==> src/rtl/mod_updown_counter.sv <==
// mod_updown_counter: modulo-N up/down counter with prescaler, load/clear, terminal-count pulse and sticky overflow.
// Define COUNTER_SAT_EN to saturate at the range ends instead of wrapping.
module mod_updown_counter #(
   parameter int     WIDTH    = 8,
   parameter longint MODULUS  = 256,
   parameter int     PRESCALE = 1
) (
   input  logic             clk,
   input  logic             reset_n,
   input  logic             clr,
   input  logic             load,
   input  logic [WIDTH-1:0] load_val,
   input  logic             en,
   input  logic             up,
   output logic [WIDTH-1:0] qout,
   output logic             tc,
   output logic             ovf
);
   localparam int PW = PRESCALE > 1 ? $clog2(PRESCALE) : 1;
   localparam logic [WIDTH-1:0] MAX = WIDTH'(MODULUS - 1);
   localparam logic [PW-1:0] PSC_MAX = PW'(PRESCALE - 1);
   logic [PW-1:0] psc, psc_nxt;
   logic [WIDTH-1:0] q_step, q_nxt;
   logic step, edge_hit, tc_nxt, ovf_nxt;
   always_comb begin
      step = en && psc == PSC_MAX;
      edge_hit = up ? qout == MAX : qout == '0;
`ifdef COUNTER_SAT_EN
      q_step = edge_hit ? qout : (up ? qout + 1'b1 : qout - 1'b1);
`else
      q_step = up ? (edge_hit ? '0 : qout + 1'b1) : (edge_hit ? MAX : qout - 1'b1);
`endif
      psc_nxt = (clr || load) ? '0 : en ? (step ? '0 : psc + 1'b1) : psc;
      q_nxt = clr ? '0 : load ? (load_val > MAX ? MAX : load_val) : step ? q_step : qout;
      // clear/load pre-empt a coincident terminal step, so it neither pulses nor sets ovf
      tc_nxt = !clr && !load && step && edge_hit;
      ovf_nxt = !clr && (ovf || tc_nxt);
   end
   always_ff @(posedge clk or negedge reset_n) begin
      if (!reset_n) begin
         qout <= '0;
         psc  <= '0;
         tc   <= 1'b0;
         ovf  <= 1'b0;
      end else begin
         qout <= q_nxt;
         psc  <= psc_nxt;
         tc   <= tc_nxt;
         ovf  <= ovf_nxt;
      end
   end
endmodule

==> config.mk <==
export PLATFORM = sky130hd
export DESIGN_NAME = mod_updown_counter
export DESIGN_NICKNAME = d
export VERILOG_FILES = /design/src/rtl/mod_updown_counter.sv
export SDC_FILE = /design/constraint.sdc
export NUM_CORES = 1
export LEC_CHECK = 0
export ABC_AREA = 0
export ABC_CLOCK_PERIOD_IN_PS = 2270
export CAP_MARGIN = 20
export CORE_MARGIN = 1.5
export CORE_UTILIZATION = 46
export CTS_BUF_LIST = sky130_fd_sc_hd__clkbuf_4
export DETAILED_ROUTE_END_ITERATION = 10
export PLACE_DENSITY_LB_ADDON = 0.25
export RECOVER_POWER = 50
export SKIP_LAST_GASP = 1
export SLEW_MARGIN = 20
export SYNTH_ARGS = -nofsm -noshare
export SYNTH_HDL_FRONTEND = slang
export SYNTH_SLANG_ARGS = --single-unit
==> constraint.sdc <==
create_clock -name clk -period 2.27 [get_ports clk]
set_clock_uncertainty 0.05 [all_clocks]
set_input_delay 0.454 -clock clk [delete_from_list [all_inputs] [get_ports clk]]
set_output_delay 0.454 -clock clk [all_outputs]
set_load 0.05 [all_outputs]
# After elaboration in Yosys (flattened, before gate mapping)
# Cells that the tools add are included.
# W data, S select, Z words.
# word_totals
regBits	11
latch_bits	0
mem_bits_rw	0
romBits	0
in_bits	14
mem_count	0
# classes
addsub	3
n_mul	0
div_mod_pow	0
n_lt_le_gt_ge	1
n_eq_ne	1
shifts	0
mux	11
bitwise	1
n_reduce_logical	12
# ops
cell	count
$mux W8	7
$add A8 B1 Y8 const B	1
$eq A8 B8 Y1 const B	1
$gt A8 B8 Y1 const B	1
$logic_not A8 Y1	1
$sub A8 B1 Y8 const B	1
$logic_and A1 B1 Y1	5
$mux W1	4
$reduce_bool A3 Y1	1
$logic_not A1 Y1	2
$logic_or A1 B1 Y1	2
$reduce_bool A2 Y1	1
$add A1 B1 Y1 const B	1
$not A1 Y1	1

# Longest topological paths before layout
# logic_depth
ltp_word	7
mapped_depth	7
depth_no_buf	6

# Worst setup path after synthesis
# OpenSTA, ideal clock, no wires.
# synth_timing
path_type	register to register
from	register qout[0]
to	register qout[4]
setup_ps	77
t_arrival_ps	2061
required_time_ps	2143
path_slack_ps	82
stages_incl_launch_ff	8
cell_sequence	dfrtp_1 -> clkbuf_2 -> inv_1 -> ha_1 -> nor4b_1 -> a21oi_1 -> a221o_1 -> a21oi_1
# synth_via
elab_chain_len	7
word_cells_on_any_way	11
cone_classes	2 x add/sub; 1 x eq/ne; 7 x mux; 1 x reduce/logical
# synth_rtl
item	line	rtl
start: declaration	15	output logic [WIDTH-1:0] qout,
start signal: assignment	46	qout <= q_nxt;
branches (longest 3 deep; another with $sub A8 B1 Y8)	n/a	
$mux W8 (*)	31	q_step = up ? (edge_hit ? '0 : qout + 1'b1) : (edge_hit ? MAX : qout - 1'b1);
$mux W8 (*) (3 in a row)	34	q_nxt = clr ? '0 : load ? (load_val > MAX ? MAX : load_val) : step ? q_step : qout;
# Mark *: on every way between the ends. The select of a mux whose other input is x is not followed.
# A chain may end at the register's enable or synchronous reset.

# Worst setup path in the final report
# layout_timing
from	register qout[3]
to	output qout[3]
# No word-level cell between the ends.

==> metrics <==
status=completed; final setup fails=0; die height=49.5 µm; postcts setup bufs=0; post-route cell area=0.00127 mm²; Clock Tree Buf Depth=2; path type of the worst min-delay path=flop to flop; max_cap viols=0; switching fraction of total power=0.381; Crit path required time=1770 ps; period utilisation layout=0.968; iteration-0 DRC count of the detailed router=33; Yosys top cell area share=0.277; post-DR vias/cell=6.14; multi-input logic area=616 µm²; pre-CTS setup slack=89.4 ps; CTS sink count=11; Cell Pwr Density=499 mW/mm²; Syn Area/Cell=8.22 µm²; post-synthesis cell count=121; Synth top cells by count=17 x a21oi_1, 11 x dfrtp_1, 8 x o21ai_0; Top Ports=24; switching power=0.242 mW; TritonCTS clock tree=yes; DR pass1 iterations=4; Post-Syn Nets=138; Placed Cells incl. Taps=170; ranking of synthesized cells by area=dfrtp_1 28%, a21oi_1 8.6%, buf_6 4.5%, o21ai_0 4.0%, ha_1 3.8%; Final min period=2200 ps; Synth Cell Area=995 µm²; Hold Violations, Final=0; cell family with most CP delay=buffers and inverters; clock power share=0.245; Clk Latency, worst-skew pair=280 ps; Pleak=0.510 nW; Synth async-reset ratio=1.00; top-count cell post-synth=a21oi_1; RD Place Congestion=0.963; sequential area share after synthesis=0.277; Max Fclk=455 MHz; detailed-route DRC error count=0; Nets=165; initial core utilization=0.497; Critical Path Max Stage Delay=870 ps; initial antenna violation count=0; mean routed wirelength per cell=15.9 µm; area leader, netlist=dfrtp_1; Comb pwr share=0.384; final worst slack=71.8 ps; Root Buffer=clkbuf_4; cell with the largest stage delay on the worst path=clkdlybuf4s50_1; port bufs=23; first-pass GRT wire length=4590 µm; share of post-route cells with drive strength above 1=0.109; DP HPWL=2010 µm; main flop type after synthesis=dfrtp_1; Worst-path clk slew=70 ps; count of flip-flops with a built-in enable after synthesis=0; max-slew violations=0; Cell variety after synth=42; core box area=0.00200 mm²; GRT Resource Usage Total=0.249; sequential share of power=0.371; Rows=16; max_slew headroom=0.609; P_int=0.393 mW; RSZ-0062 raised after global routing=false; via count=1068; Die Area=0.00245 mm²; Startpoint Class=flop; Worst Setup End Kind=output port; Area after DPL=0.00126 mm²; fillers=187; count of state elements after synthesis=11; Sequential Area=275 µm²; worst slew pin tran=589 ps; WS Path Type=flop to output port; CP bufs+invs=1; CP Data Arrival Time=1690 ps; WL final=2760 µm; die width=49.5 µm; final core utilization=0.636; Syn. warnings=0; VDD IR max=0.377 mV; worst path cell trace=clkdlybuf4s50_1; vias in the first global route=936; Antenna Nets Post-Route=0; Crit Path Max Fanout=10; Antenna diodes=0; largest net degree at the start of global routing=13; area grow syn2layout=28.1%; CTS buffer count=3; overflow left after global routing=0; htree depth=1; final instance count without filler cells=174; Setup TNS=0 ps
==> cell type report <==
class | instances | area share
Clock buffer | 4 | 0.0236
Inverter | 8 | 0.0236
Multi-Input combinational cell | 91 | 0.483
Sequential cell | 11 | 0.216
Tap cell | 27 | 0.0265
Timing Repair Buffer | 33 | 0.227
==> metrics by stage <==
stage | hold slack, ps | power, mW
2_1_floorplan | 108 | 0.402
5_1_grt | 517 | 0.672
6_report | 475 | 0.635
3_3_place_gp | 459 | 0.482
3_5_place_dp | 464 | 0.485
4_1_cts | 478 | 0.641
==> power by group through the flow <==
stage	clock network, mW	logic, mW	registers, mW
finish	0.155	0.244	0.236
global route	0.167	0.265	0.240
CTS	0.158	0.248	0.235
detailed placement	0	0.246	0.239
global placement	0	0.243	0.239
floorplan	0	0.137	0.265
==> kinds of logic after synthesis <==
logic type / synth area share
xor gates and xnor gates: 0.0176
AOI/OAI and AO/OA: 0.338
and+or+nand+nor: 0.225
adders and majority gates: 0.0377
buffers and inverters: 0.104
DFF: 0.277
==> cell usage in the layout, fill, tap and decap left out, types with 2 or more instances in the layout <==
cell,count
a211o_1,2
a21boi_0,2
a21oi_1,17
a31oi_1,2
and3_1,2
buf_4,9
clkbuf_1,3
clkbuf_4,4
clkdlybuf4s50_1,18
dfrtp_1,11
dlygate4sd3_1,3
ha_1,3
inv_1,7
nand2_1,4
nand2b_1,2
nand3_1,4
nand4_1,2
nor2_1,3
nor2b_1,2
nor3_1,4
nor3b_1,2
nor4_1,2
nor4b_1,2
o211a_1,2
o21ai_0,8
o22ai_1,2
o311ai_0,3
o31ai_1,3
or3_1,2
or4_1,2
xnor2_1,2
==> final timing paths <==
kind                          from  cells past startpoint  slack (ps)      end
setup / recovery           qout[3]                      1          70  qout[3]
hold / removal                 ovf                      2         480      ovf
setup reg to reg           qout[0]                      7         260  qout[3]
hold reg to reg                ovf                      2         480      ovf
max in group asynchronous  reset_n                      1        1260      ovf
min in group asynchronous  reset_n                      1         550  qout[7]
==> sequential cells by signal, indices dropped and copies added (netlist names) <==
register and cells:
qout 8, ovf 1, psc 1, tc 1
==> timing repair <==
action                                  in CTS  in global routing
hold buffers                                 0                  0
gates resized for setup                      0                  2
endpoints found under the setup margin       0                  2
==> layer usage <==
layer  wire length [µm]  vias up  track usage
li1                   -      516            -
met1               1260      508        0.342
met2               1260       39        0.387
met3                193        5       0.0394
met4                 49        0        0.106
met5                  0        -            0
Power figures use the tool's default switching activity.
